`config.mk`:
```
export PLATFORM = sky130hd
export DESIGN_NAME = acia_fifo_uart_flat
export DESIGN_NICKNAME = d
export VERILOG_FILES = /design/src/rtl/acia_pkg.sv /design/src/rtl/acia_fifo_uart_if.sv /design/src/rtl/acia_sfifo.sv /design/src/rtl/acia_fifo_uart.sv /design/src/flat_wrapper.sv
export SDC_FILE = /design/constraint.sdc
export NUM_CORES = 1
export LEC_CHECK = 0
export BUFFER_PORTS_ARGS = -buffer_cell sky130_fd_sc_hd__clkbuf_2
export CORE_MARGIN = 1.5
export CORE_UTILIZATION = 40
export DETAILED_ROUTE_END_ITERATION = 7
export PLACE_DENSITY_LB_ADDON = 0.1
export SKIP_CTS_REPAIR_TIMING = 1
export SYNTH_ARGS = -nofsm -noshare
export SYNTH_HDL_FRONTEND = slang
export SYNTH_SLANG_ARGS = --single-unit
```
`constraint.sdc`:
```
create_clock -name clk -period 4.77 [get_ports clk]
set_input_delay 0.954 -clock clk [delete_from_list [all_inputs] [get_ports clk]]
set_output_delay 0.954 -clock clk [all_outputs]
set_load 0.01 [all_outputs]
```
`src/rtl/acia_pkg.sv`:
```
// Shared definitions for the ACIA-style serial port: register addresses,
// control/status bit positions, the minimum usable divisor and the state
// type shared by the TX and RX frame sequencers.
package acia_pkg;

    localparam logic [1:0] ADDR_CTRL = 2'b00;  // W: control, R: status
    localparam logic [1:0] ADDR_DATA = 2'b01;  // W: TX push, R: RX pop
    localparam logic [1:0] ADDR_DIVL = 2'b10;  // divisor low byte
    localparam logic [1:0] ADDR_DIVH = 2'b11;  // divisor high bits

    localparam int CTRL_RX_IE    = 7;
    localparam int CTRL_TX_IE    = 6;
    localparam int CTRL_ERR_IE   = 5;
    localparam int CTRL_FLUSH_RX = 1;
    localparam int CTRL_FLUSH_TX = 0;

    localparam int STAT_IRQ      = 7;
    localparam int STAT_OVERRUN  = 6;
    localparam int STAT_FRAMING  = 5;
    localparam int STAT_TX_FULL  = 4;
    localparam int STAT_RX_FULL  = 3;
    localparam int STAT_TX_IDLE  = 2;
    localparam int STAT_TX_NFULL = 1;
    localparam int STAT_RX_NEMPTY = 0;

    localparam int MIN_DIV = 4;

    typedef enum logic [1:0] {
        S_IDLE,
        S_START,
        S_DATA,
        S_STOP
    } uart_state_t;

endpackage

```
`src/rtl/acia_fifo_uart_if.sv`:
```
// CPU bus interface of the serial port.
//   cs   chip select, one access per cycle with cs=1
//   we   1 = write, 0 = read
//   addr register address (see acia_pkg)
//   din  write data
//   dout registered read data
interface acia_fifo_uart_if;
    logic       cs;
    logic       we;
    logic [1:0] addr;
    logic [7:0] din;
    logic [7:0] dout;

    modport master (output cs, we, addr, din, input dout);
    modport slave  (input cs, we, addr, din, output dout);
endinterface

```
`src/rtl/acia_sfifo.sv`:
```
// Synchronous FIFO with first-word fall-through read port.
//   clk, rst_n  clock, asynchronous active-low reset
//   push, din   write an entry (ignored when full unless a pop happens too)
//   pop         drop the head entry (ignored when empty)
//   flush       empty the FIFO; overrides push and pop
//   dout        current head entry
//   full, empty, count  occupancy (count is log2(DEPTH)+1 bits)
module acia_sfifo #(
    parameter int WIDTH = 8,
    parameter int DEPTH = 16
) (
    input  logic                     clk,
    input  logic                     rst_n,
    input  logic                     push,
    input  logic                     pop,
    input  logic                     flush,
    input  logic [WIDTH-1:0]         din,
    output logic [WIDTH-1:0]         dout,
    output logic                     full,
    output logic                     empty,
    output logic [$clog2(DEPTH):0]   count
);
    localparam int AW = $clog2(DEPTH);
    localparam logic [AW:0] FULL_CNT = (AW+1)'(DEPTH);

    logic [WIDTH-1:0] mem [DEPTH];
    logic [AW-1:0]    wr_ptr;
    logic [AW-1:0]    rd_ptr;
    logic             do_push;
    logic             do_pop;

    assign empty   = (count == '0);
    assign full    = (count == FULL_CNT);
    assign do_pop  = pop & ~empty;
    // A push into a full FIFO is still accepted when the head leaves on the same edge.
    assign do_push = push & (~full | do_pop);
    assign dout    = mem[rd_ptr];

    always_ff @(posedge clk) begin
        if (do_push && !flush)
            mem[wr_ptr] <= din;
    end

    always_ff @(posedge clk or negedge rst_n) begin
        if (!rst_n) begin
            wr_ptr <= '0;
            rd_ptr <= '0;
            count  <= '0;
        end else if (flush) begin
            wr_ptr <= '0;
            rd_ptr <= '0;
            count  <= '0;
        end else begin
            if (do_push)
                wr_ptr <= wr_ptr + 1'b1;
            if (do_pop)
                rd_ptr <= rd_ptr + 1'b1;
            count <= count + (AW+1)'(do_push) - (AW+1)'(do_pop);
        end
    end
endmodule

```
`src/rtl/acia_fifo_uart.sv`:
```
// CPU-bus 8N1 serial port with TX/RX FIFOs, run-time divisor, maskable irq
// and sticky error flags.
//   clk    system clock
//   rst_n  asynchronous reset, active low
//   bus    CPU register interface (slave side)
//   rx     asynchronous serial input, idle high
//   tx     serial output, idle high
//   irq    level interrupt request, active high
module acia_fifo_uart
    import acia_pkg::*;
#(
    parameter int CLK_FREQ = 32768,
    parameter int DEF_BAUD = 1024,
    parameter int DIV_W    = 16,
    parameter int TX_DEPTH = 16,
    parameter int RX_DEPTH = 16
) (
    input  logic                    clk,
    input  logic                    rst_n,
    acia_fifo_uart_if.slave         bus,
    input  logic                    rx,
    output logic                    tx,
    output logic                    irq
);
    localparam logic [DIV_W-1:0] RST_DIV = DIV_W'(CLK_FREQ / DEF_BAUD);
    localparam int TAW = $clog2(TX_DEPTH);
    localparam int RAW = $clog2(RX_DEPTH);

    function automatic logic [DIV_W-1:0] clamp_div(input logic [DIV_W-1:0] d);
        return (d < DIV_W'(MIN_DIV)) ? DIV_W'(MIN_DIV) : d;
    endfunction

    // Bus decode
    logic wr_ctrl, wr_data, wr_divl, wr_divh, rd_stat, rd_data;
    assign wr_ctrl = bus.cs &  bus.we & (bus.addr == ADDR_CTRL);
    assign wr_data = bus.cs &  bus.we & (bus.addr == ADDR_DATA);
    assign wr_divl = bus.cs &  bus.we & (bus.addr == ADDR_DIVL);
    assign wr_divh = bus.cs &  bus.we & (bus.addr == ADDR_DIVH);
    assign rd_stat = bus.cs & ~bus.we & (bus.addr == ADDR_CTRL);
    assign rd_data = bus.cs & ~bus.we & (bus.addr == ADDR_DATA);

    logic tx_flush, rx_flush;
    assign tx_flush = wr_ctrl & bus.din[CTRL_FLUSH_TX];
    assign rx_flush = wr_ctrl & bus.din[CTRL_FLUSH_RX];

    logic             rx_ie, tx_ie, err_ie, ovr_q, ferr_q;
    logic [DIV_W-1:0] div_q;
    logic [7:0]       dout_q, rd_mux, status;
    logic             rx_push, rx_ovr_set, rx_ferr_set;

    // FIFOs
    logic           tx_push, tx_pop, tx_full, tx_empty;
    logic [7:0]     tx_head;
    logic [TAW:0]   tx_count;
    logic           rx_pop, rx_full, rx_empty;
    logic [7:0]     rx_head, rx_shift;
    logic [RAW:0]   rx_count;
    logic           rx_count_unused;

    assign tx_push = wr_data & ~tx_full;          // byte dropped silently when full
    assign rx_pop  = rd_data & ~rx_empty;
    assign rx_count_unused = ^rx_count;

    acia_sfifo #(.WIDTH(8), .DEPTH(TX_DEPTH)) u_tx_fifo (
        .clk(clk), .rst_n(rst_n), .push(tx_push), .pop(tx_pop), .flush(tx_flush),
        .din(bus.din), .dout(tx_head), .full(tx_full), .empty(tx_empty), .count(tx_count)
    );

    acia_sfifo #(.WIDTH(8), .DEPTH(RX_DEPTH)) u_rx_fifo (
        .clk(clk), .rst_n(rst_n), .push(rx_push), .pop(rx_pop), .flush(rx_flush),
        .din(rx_shift), .dout(rx_head), .full(rx_full), .empty(rx_empty), .count(rx_count)
    );

    // TX sequencer
    uart_state_t      tx_state, tx_state_n;
    logic [DIV_W-1:0] tx_div, tx_div_n, tx_cnt, tx_cnt_n;
    logic [2:0]       tx_bit, tx_bit_n;
    logic [7:0]       tx_shift, tx_shift_n;
    logic             tx_bit_end, tx_idle;

    assign tx_bit_end = (tx_cnt == tx_div - 1'b1);
    assign tx_idle    = (tx_count == '0) & (tx_state == S_IDLE);

    always_ff @(posedge clk or negedge rst_n) begin
        if (!rst_n) begin
            tx_state <= S_IDLE;
            tx_div   <= RST_DIV;
            tx_cnt   <= '0;
            tx_bit   <= '0;
            tx_shift <= '0;
        end else begin
            tx_state <= tx_state_n;
            tx_div   <= tx_div_n;
            tx_cnt   <= tx_cnt_n;
            tx_bit   <= tx_bit_n;
            tx_shift <= tx_shift_n;
        end
    end

    always_comb begin
        tx_state_n = tx_state;
        tx_div_n   = tx_div;
        tx_cnt_n   = tx_cnt + 1'b1;
        tx_bit_n   = tx_bit;
        tx_shift_n = tx_shift;
        tx_pop     = 1'b0;
        case (tx_state)
            S_IDLE: begin
                tx_cnt_n = '0;
                if (!tx_empty) begin
                    tx_pop     = 1'b1;
                    tx_shift_n = tx_head;
                    tx_div_n   = clamp_div(div_q);
                    tx_state_n = S_START;
                end
            end
            S_START: if (tx_bit_end) begin
                tx_cnt_n   = '0;
                tx_bit_n   = '0;
                tx_state_n = S_DATA;
            end
            S_DATA: if (tx_bit_end) begin
                tx_cnt_n   = '0;
                tx_shift_n = {1'b0, tx_shift[7:1]};
                tx_bit_n   = tx_bit + 1'b1;
                if (tx_bit == 3'd7)
                    tx_state_n = S_STOP;
            end
            S_STOP: if (tx_bit_end) begin
                tx_cnt_n = '0;
                // Chain straight into the next start bit so frames abut.
                if (!tx_empty) begin
                    tx_pop     = 1'b1;
                    tx_shift_n = tx_head;
                    tx_div_n   = clamp_div(div_q);
                    tx_state_n = S_START;
                end else begin
                    tx_state_n = S_IDLE;
                end
            end
            default: tx_state_n = S_IDLE;
        endcase
        if (tx_flush) begin
            tx_state_n = S_IDLE;
            tx_cnt_n   = '0;
            tx_pop     = 1'b0;
        end
    end

    // Decoded from state so reset drives the line high without waiting for a clock.
    assign tx = (tx_state == S_START) ? 1'b0 :
                (tx_state == S_DATA)  ? tx_shift[0] : 1'b1;

    // RX synchronizer and sequencer
    logic rx_s1, rx_s2, rx_prev, rx_fall;
    always_ff @(posedge clk or negedge rst_n) begin
        if (!rst_n) begin
            rx_s1   <= 1'b1;
            rx_s2   <= 1'b1;
            rx_prev <= 1'b1;
        end else begin
            rx_s1   <= rx;
            rx_s2   <= rx_s1;
            rx_prev <= rx_s2;
        end
    end
    // Starting only on a falling edge means a frame that ended with a low stop
    // bit cannot restart until the line has gone high again.
    assign rx_fall = rx_prev & ~rx_s2;

    uart_state_t      rx_state, rx_state_n;
    logic [DIV_W-1:0] rx_div, rx_div_n, rx_cnt, rx_cnt_n;
    logic [2:0]       rx_bit, rx_bit_n;
    logic [7:0]       rx_shift_n;
    logic             rx_bit_end, rx_half;

    assign rx_bit_end = (rx_cnt == rx_div - 1'b1);
    assign rx_half    = (rx_cnt == (rx_div >> 1) - 1'b1);

    always_ff @(posedge clk or negedge rst_n) begin
        if (!rst_n) begin
            rx_state <= S_IDLE;
            rx_div   <= RST_DIV;
            rx_cnt   <= '0;
            rx_bit   <= '0;
            rx_shift <= '0;
        end else begin
            rx_state <= rx_state_n;
            rx_div   <= rx_div_n;
            rx_cnt   <= rx_cnt_n;
            rx_bit   <= rx_bit_n;
            rx_shift <= rx_shift_n;
        end
    end

    always_comb begin
        rx_state_n  = rx_state;
        rx_div_n    = rx_div;
        rx_cnt_n    = rx_cnt + 1'b1;
        rx_bit_n    = rx_bit;
        rx_shift_n  = rx_shift;
        rx_push     = 1'b0;
        rx_ovr_set  = 1'b0;
        rx_ferr_set = 1'b0;
        case (rx_state)
            S_IDLE: begin
                rx_cnt_n = '0;
                if (rx_fall) begin
                    rx_div_n   = clamp_div(div_q);
                    rx_state_n = S_START;
                end
            end
            S_START: if (rx_half) begin
                rx_cnt_n   = '0;
                rx_bit_n   = '0;
                rx_state_n = rx_s2 ? S_IDLE : S_DATA;  // high at mid-start: glitch
            end
            S_DATA: if (rx_bit_end) begin
                rx_cnt_n   = '0;
                rx_shift_n = {rx_s2, rx_shift[7:1]};
                rx_bit_n   = rx_bit + 1'b1;
                if (rx_bit == 3'd7)
                    rx_state_n = S_STOP;
            end
            S_STOP: if (rx_bit_end) begin
                rx_cnt_n   = '0;
                rx_state_n = S_IDLE;
                if (!rx_s2)
                    rx_ferr_set = 1'b1;
                else if (!rx_full || rx_pop)
                    rx_push = 1'b1;
                else
                    rx_ovr_set = 1'b1;
            end
            default: rx_state_n = S_IDLE;
        endcase
    end

    // Register file and read path
    assign status = {irq, ovr_q, ferr_q, tx_full, rx_full, tx_idle, ~tx_full, ~rx_empty};

    always_comb begin
        rd_mux = 8'h00;
        case (bus.addr)
            ADDR_CTRL: rd_mux = status;
            ADDR_DATA: rd_mux = rx_empty ? 8'h00 : rx_head;
            ADDR_DIVL: rd_mux = div_q[7:0];
            ADDR_DIVH: rd_mux = 8'(div_q[DIV_W-1:8]);
            default:   rd_mux = 8'h00;
        endcase
    end

    always_ff @(posedge clk or negedge rst_n) begin
        if (!rst_n) begin
            dout_q <= 8'h00;
            rx_ie  <= 1'b0;
            tx_ie  <= 1'b0;
            err_ie <= 1'b0;
            ovr_q  <= 1'b0;
            ferr_q <= 1'b0;
            div_q  <= RST_DIV;
        end else begin
            if (wr_ctrl)
                {rx_ie, tx_ie, err_ie} <= bus.din[7:5];
            if (wr_divl)
                div_q[7:0] <= bus.din;
            if (wr_divh)
                div_q[DIV_W-1:8] <= (DIV_W-8)'(bus.din);
            // Status read clears the sticky flags; a new error on the same edge wins.
            if (rd_stat) begin
                ovr_q  <= 1'b0;
                ferr_q <= 1'b0;
            end
            if (rx_ovr_set)
                ovr_q <= 1'b1;
            if (rx_ferr_set)
                ferr_q <= 1'b1;
            if (bus.cs && !bus.we)
                dout_q <= rd_mux;
        end
    end

    assign bus.dout = dout_q;
    assign irq = (rx_ie & ~rx_empty) | (tx_ie & tx_empty) | (err_ie & (ovr_q | ferr_q));

endmodule

```
`src/flat_wrapper.sv`:
```
// flat-port wrapper written by rule: the top's interface ports become plain ports
module acia_fifo_uart_flat import acia_pkg::*;
#(
    parameter int CLK_FREQ = 32768,
    parameter int DEF_BAUD = 1024,
    parameter int DIV_W    = 16,
    parameter int TX_DEPTH = 16,
    parameter int RX_DEPTH = 16
)
  (clk, rst_n, rx, tx, irq, bus_cs, bus_we, bus_addr, bus_din, bus_dout);
  acia_fifo_uart_if bus_i ();
  input  logic clk;
  input  logic rst_n;
  input  logic rx;
  output logic tx;
  output logic irq;
  input wire logic [$bits(bus_i.cs)-1:0] bus_cs;
  input wire logic [$bits(bus_i.we)-1:0] bus_we;
  input wire logic [$bits(bus_i.addr)-1:0] bus_addr;
  input wire logic [$bits(bus_i.din)-1:0] bus_din;
  output wire logic [$bits(bus_i.dout)-1:0] bus_dout;
  assign bus_i.cs = bus_cs;
  assign bus_i.we = bus_we;
  assign bus_i.addr = bus_addr;
  assign bus_i.din = bus_din;
  assign bus_dout = bus_i.dout;
  acia_fifo_uart #(.CLK_FREQ(CLK_FREQ), .DEF_BAUD(DEF_BAUD), .DIV_W(DIV_W), .TX_DEPTH(TX_DEPTH), .RX_DEPTH(RX_DEPTH)) u_core (.clk(clk), .rst_n(rst_n), .bus(bus_i), .rx(rx), .tx(tx), .irq(irq));
endmodule
```
### Word level (Yosys, flattened, before mapping)

Memory sizes are Yosys's and may differ from the RTL's.
Cells that the tools add are included.

* bitwise gates (word level): 32
* mux-type cells: 71
* magnitude comparators: 1
* $add $sub $neg: 15
* equality and inequality tests: 29
* reductions and logical operators: 33

Operators by type and width (count)
* two-way mux 16 bit: 7
* case mux 16 bit (2 select lines): 2
* == test 16 bit: 3
* case mux 16 bit (3 select lines): 1
* adder 16 x 1 -> 16 bit (second input constant): 2
* two-way mux 4 bit: 8
* two-way mux 8 bit: 4
* case mux 8 bit (4 select lines): 1
* subtractor 16 x 1 -> 16 bit (second input constant): 2
* two-way mux 1 bit: 24
* two-way mux 2 bit: 12
* case mux 8 bit (3 select lines): 1
* bitwise AND 1 bit: 21
* nonzero test 2 bit: 9
* adder 4 x 1 -> 4 bit (second input constant): 4
* < comparator 16 x 3 -> 1 bit (second input constant): 1
* inequality test 2 x 1 -> 1 bit (second input constant): 8
* case mux 2 bit (4 select lines): 2
* subtractor 15 x 1 -> 16 bit (second input constant): 1
* == test 2 bit (second input constant): 6
* two-way mux 3 bit: 4
* inequality test 3 x 2 -> 1 bit (second input constant): 4
* case mux 3 bit (2 select lines): 2
* adder 5 x 1 -> 5 bit: 2
* other kinds (21): 50

* RAM bits: 256
* output and inout bits: 10
* input bits: 15
* flip-flop bits (word level): 148
* word-level logic and storage cells: 210
* memories kept: 2

Memory list
* u_core.u_rx_fifo.mem: words 16, bits a word 8, read ports 1, clocked after memory_dff 0, wr ports 1, RTL line acia_sfifo.sv:26 `logic [WIDTH-1:0] mem [DEPTH];`
* u_core.u_tx_fifo.mem: words 16, bits a word 8, read ports 1, clocked after memory_dff 0, wr ports 1, RTL line acia_sfifo.sv:26

### Logic depth before layout (Yosys ltp)

* depth after elaboration: 13
* mapped depth: 20
* depth with buffers taken out: 19

### By module

From an unflattened synthesis, not the netlist that was laid out.

* cells, all modules: 1484
* area, all modules: 19551.3 um2

By module, submodules not included
* acia_fifo_uart: instances 1, cells an instance 816, sequential area each 3060.4 um2, area each 7733.7 um2
* acia_sfifo at u_core.u_tx_fifo: instances 1, cells an instance 334, sequential area each 4169.0 um2, area each 5910.7 um2
* acia_sfifo at u_core.u_rx_fifo: instances 1, cells an instance 334, sequential area each 4169.0 um2, area each 5906.9 um2

### Worst setup path before layout

Ideal clock, no wire load.

* path type: register -> register
* start: register u_core.rx_div[1]
* end: register u_core.u_rx_fifo.count[4]
* library setup time: 0.078 ns
* clock period less this slack: 4.327 ns
* cell stages (with the launch flop): 19
* slack: 0.443 ns
* arrival time: 4.249 ns
* data required time: 4.692 ns
* path buffers: 2
* cells stage by stage: dfrtp_1 -> inv_1 -> ha_1 -> clkbuf_1 -> nor4b_1 -> nand4b_1 -> xnor2_1 -> a2111oi_0 -> nand3_1 -> or2_1 -> clkbuf_1 -> ha_1 -> inv_1 -> ha_1 -> fa_1 -> a21oi_1 -> nor2_1 -> or3_1 -> a21oi_1

* longest elaborated chain between the ends: 8

Ends and longest elaborated chain
* from (decl): RTL line acia_fifo_uart.sv:172 `logic [DIV_W-1:0] rx_div, rx_div_n, rx_cnt, rx_cnt_n;`
* from (signal assigned): RTL line acia_fifo_uart.sv:189 `rx_div <= rx_div_n;`
* subtractor 16 x 1 -> 16 bit: RTL line acia_fifo_uart.sv:177 `assign rx_bit_end = (rx_cnt == rx_div - 1'b1);`
* == test 16 bit: RTL line acia_fifo_uart.sv:177
* two-way mux 1 bit: RTL line acia_fifo_uart.sv:225 `S_STOP: if (rx_bit_end) begin`
* two-way mux 1 bit: RTL line acia_fifo_uart.sv:205 `case (rx_state)`
* bitwise AND 1 bit: RTL line acia_sfifo.sv:36 `assign do_push = push & (~full | do_pop);`
* adder 5 x 1 -> 5 bit: RTL line acia_sfifo.sv:58 `count <= count + (AW+1)'(do_push) - (AW+1)'(do_pop);`
* subtractor 5 x 1 -> 5 bit: RTL line acia_sfifo.sv:58
* two-way mux 5 bit: RTL line acia_sfifo.sv:49 `end else if (flush) begin`
* to (signal assigned): RTL line acia_sfifo.sv:58
* to (decl): RTL line acia_sfifo.sv:21 `output logic [$clog2(DEPTH):0] count`

No other way between the ends.
A chain may end at the register's enable or synchronous reset.

### Final worst setup path

* start: register u_core.rx_div[2]
* end: register u_core.u_rx_fifo.count[4]

Same word-level chain as after synthesis.

==> results.txt <==
----------------------------------------------------
[Status]
  Run status ... finished, violations left
  Violations in the final reports ... DRC

[Setup path]
  Launch point of the critical path ... u_core.rx_div[2]
  Buf+Inv Stages, Crit Path ... 2
  Worst-case register-to-register setup slack ... 380 ps
  Biggest fanout along the worst timing path ... 9
  Crit path max-delay family ... simple AND/OR/NAND/NOR gates
  Worst flop-to-flop path endpoint ... u_core.u_rx_fifo.count[4]
  Category of the most critical setup path ... register to register
  Worst path max stage delay ... 570 ps
  Launching element type of the critical path ... register
  Critical path endpoint category ... register
  Startpoint of the lowest-slack register-to-register path ... u_core.rx_div[2]
  Slowest cell on the critical path ... sky130_fd_sc_hd__or4b_1
  Required time of the critical path ... 5260 ps
  Worst-path cell chain ... inv_1, ha_1, or4b_1, nor3b_1, xnor2_1, nor4_2, nand3_1, or2_1, ha_1, inv_1, ha_1, fa_1, a21oi_1, nor2_1, or3_1, a21oi_1
  Arrival time of the worst setup path ... 4880 ps
  Most prevalent standard cell on the critical path ... sky130_fd_sc_hd__ha_1
  Path depth of the worst reg2reg path ... 16

[GRT]
  Aggregate global-route resource usage ... 18.1%
  Wire length of the first global-routing pass ... 65.5 mm
  Via count of the first global-routing pass ... 10700
  Maximum number of pins on one net before global-route repair ... 102
  Remaining Overflow, GRT ... 0
  Initial antenna violation count ... 0

[Timing]
  RSZ-0062 raised after global routing ... false
  Number of pins exceeding their max-slew limit in the final report ... 0
  Final period demand of the worst path ... 4390 ps
  Setup Viol. Count Final ... 0
  Worst slew margin relative to its limit ... 32.2%
  Final worst clock skew ... 21.1 ps
  Final period util ... 91.9%
  Tightest Pin Transition ... 1020 ps
  Final worst-path setup slack ... 384 ps
  Total negative slack for setup checks ... 0 ps
  Count of final hold-check violations ... 0
  Achievable frequency ... 228 MHz

[Floorplanning]
  Chip width ... 219 um
  Height of the die ... 219 um
  I/O pin count ... 25
  Initial standard-cell utilization of the core ... 40.9%
  Floorplan Core Area ... 0.0457 mm2
  Area of the die ... 0.0480 mm2
  Rows ... 78

[Cells and area]
  Commonest non-fill, non-tap cells in the layout ... sky130_fd_sc_hd__edfxtp_1 (256), sky130_fd_sc_hd__dfrtp_1 (139), sky130_fd_sc_hd__nor2_1 (100)
  Utilization after layout ... 45.9%
  Most frequent standard cell in the layout excluding fill and tap cells ... sky130_fd_sc_hd__edfxtp_1
  Total number of nets in the final design ... 1391
  Count of inserted antenna diode cells ... 0
  Synthesis-to-finish area growth ... 12.2%
  Count of placed standard cells in the final layout, fillers left out ... 1967
  Share of post-route cells with drive strength above 1 ... 21.6%

[Worst hold path]
  Type of the worst min-delay path ... register to register
  Startpoint of the tightest hold check path ... u_core.rx_s1
  Cells on Worst Hold Path ... 0
  Hold-critical path endpoint ... u_core.rx_s2

[Pwr]
  Maximum ir drop on the vdd rail ... 0.339 mV
  Total power after layout ... 11.7 mW
  Part of the total power dissipated in combinational logic ... 28.7%
  Proportion of total power due to net switching ... 33.0%
  Clock network fraction of total power ... 29.6%
  Power density over cell area ... 556 mW/mm2
  Static power due to leakage ... 7.92 nW
  Switching Power ... 3.84 mW
  Portion of total power attributed to sequential cells ... 41.7%
  Int Power ... 7.82 mW

[Logic synthesis]
  Post-synth EDFFs ... 256
  Mean instance size in the synthesized netlist ... 14.3 um2
  Number of synthesized register bits ... 404
  Most area-hungry cell type in the Yosys netlist ... sky130_fd_sc_hd__edfxtp_1
  Top post-synthesis cells by area ... sky130_fd_sc_hd__edfxtp_1 (41%), sky130_fd_sc_hd__dfrtp_1 (19%), sky130_fd_sc_hd__mux4_2 (9.6%), sky130_fd_sc_hd__mux2_2 (3.4%), sky130_fd_sc_hd__ha_1 (2.8%)
  Cell area after synthesis ... 0.0187 mm2
  Top FF cell, synth ... sky130_fd_sc_hd__edfxtp_1
  Total of warnings raised by yosys ... 0
  Net count of the mapped netlist ... 1361
  Sequential-to-total area share from yosys stat ... 61.0%
  Post-Synthesis Cells ... 1302
  Top-area cell type share of the netlist area ... 41.2%
  Number of distinct library cells after synthesis ... 78
  Proportion of synthesized flip-flops having asynchronous set or reset ... 36.6%

[Placement]
  Global placer's final weighted congestion ... 0.808
  Post-DP HPWL ... 28.2 mm
  Port Buf Inserts ... 24
  Pre-CTS setup slack ... 135 ps
  Cells after DPL ... 1883

[Route]
  Antenna-violating nets left ... 0
  Remaining DRCs ... 2
  WL final ... 41.6 mm
  1st-pass router iterations ... 8
  Routed wirelength normalized by instance count ... 21.2 um
  Routed vias ... 10400
  Average vias per placed instance ... 5.29
  Drt initial violations ... 826

[Clock tree]
  Clock latency at the later pin of the worst-skew pair ... 580 ps
  Buffer levels on the longest clock path ... 3
  Maximum level of the CTS H-tree ... 2
  Number of buffers created by CTS ... 43
  Clock sink count ... 404
  CTS tree ... yes
  Root Buffer ... sky130_fd_sc_hd__clkbuf_16
  Clock transition at path regs ... 60 ps

[Flow run]
  # Max-Cap Violations ... 0

----------------------------------------------------
==> stage by stage <==
stage / cell area [um2] / hold WS (ps)
final: 21000 / 356
after global routing: 21000 / 359
after CTS: 20900 / 358
after detailed placement: 19500 / 350
after global placement: 19500 / 348
after floorplan: 18700 / 345
==> logic make-up after synthesis <==
family / share of synthesized area (%)
adders and majority gates: 3.03
muxes: 14.3
buffers and inverters: 2.41
and+or+nand+nor: 9.73
AOI/OAI and AO/OA: 4.55
xor gates and xnor gates: 4.97
DFF: 61.0
==> cell type report <==
cell class / instances / area [um2]
clock buffers: 53 / 1160
clock inverters: 27 / 302
fillers: 4084 / 24700
inverters: 47 / 176
multi-input cells: 785 / 6840
flip-flops and latches: 404 / 11400
well taps: 600 / 751
repair buffers: 51 / 329
==> layer usage <==
layer | GRT usage (%) | part of all wire, % | vias up
met1 | 26.1 | 48 | 5272
met4 | 4.34 | 1.9 | 0
met5 | 0 | 0 | -
met2 | 28.8 | 47 | 140
met3 | 2.94 | 3.4 | 57
li1 | - | - | 4927
==> worst register-to-register path: cells and delay by family, from the launching register on <==
family,cells,cell delay [ps]
adder cells (fa/ha/maj),4,1220
AND/OR/NAND/NOR,7,2070
AO/OA/AOI/OAI,2,290
XOR/XNOR,1,110
flip-flops,1,460
buffers and inverters,2,160
==> state kept, by name (all words and copies together) (netlist names), 16 cells and up, named ones only <==
| signal | count |
|---|---|
| u_core.u_rx_fifo.mem | 128 |
| u_core.rx_cnt | 16 |
| u_core.u_tx_fifo.mem | 128 |
| u_core.tx_div | 16 |
| u_core.div_q | 16 |
| u_core.rx_div | 16 |
| u_core.tx_cnt | 16 |
==> how the worst max path moves through the flow <==
| stage | to | cells past startpoint | slack, ps |
|---|---|---|---|
| after floorplan | u_core.u_rx_fifo.count[4] | 18 | 440 |
| after global placement | u_core.u_rx_fifo.count[4] | 16 | 230 |
| after detailed placement | u_core.u_rx_fifo.count[4] | 16 | 130 |
| after CTS | u_core.u_rx_fifo.count[4] | 16 | 110 |
| after global routing | u_core.u_rx_fifo.count[4] | 17 | 40 |
| final | u_core.u_rx_fifo.count[4] | 16 | 380 |
==> cell usage after synthesis, types with 7 or more instances <==
library cell and count:
sky130_fd_sc_hd__edfxtp_1 256, sky130_fd_sc_hd__dfrtp_1 142, sky130_fd_sc_hd__nor2_1 100, sky130_fd_sc_hd__mux4_2 80, sky130_fd_sc_hd__nand2_1 65, sky130_fd_sc_hd__xnor2_1 57
sky130_fd_sc_hd__mux2_2 56, sky130_fd_sc_hd__clkbuf_1 50, sky130_fd_sc_hd__xor2_1 49, sky130_fd_sc_hd__inv_1 47, sky130_fd_sc_hd__o21ai_0 43, sky130_fd_sc_hd__ha_1 42
sky130_fd_sc_hd__nand3_1 34, sky130_fd_sc_hd__and2_1 33, sky130_fd_sc_hd__a21oi_1 24, sky130_fd_sc_hd__nor3_1 19, sky130_fd_sc_hd__mux2i_1 17, sky130_fd_sc_hd__nand4_1 16
sky130_fd_sc_hd__and3_1 15, sky130_fd_sc_hd__nor4_1 11, sky130_fd_sc_hd__o211ai_1 10, sky130_fd_sc_hd__or3_1 8, sky130_fd_sc_hd__a31oi_1 7, sky130_fd_sc_hd__buf_1 7
sky130_fd_sc_hd__or4_1 7
==> power by group through the flow <==
stage	Combinational, mW	Sequential (mW)	Clock [mW]
after global routing	3.74	4.96	3.68
final	3.35	4.86	3.46
after global placement	3.33	4.93	0
after detailed placement	3.36	4.94	0
after floorplan	2.92	4.43	0
after CTS	3.38	4.87	3.55
Power figures use the tool's default switching activity.
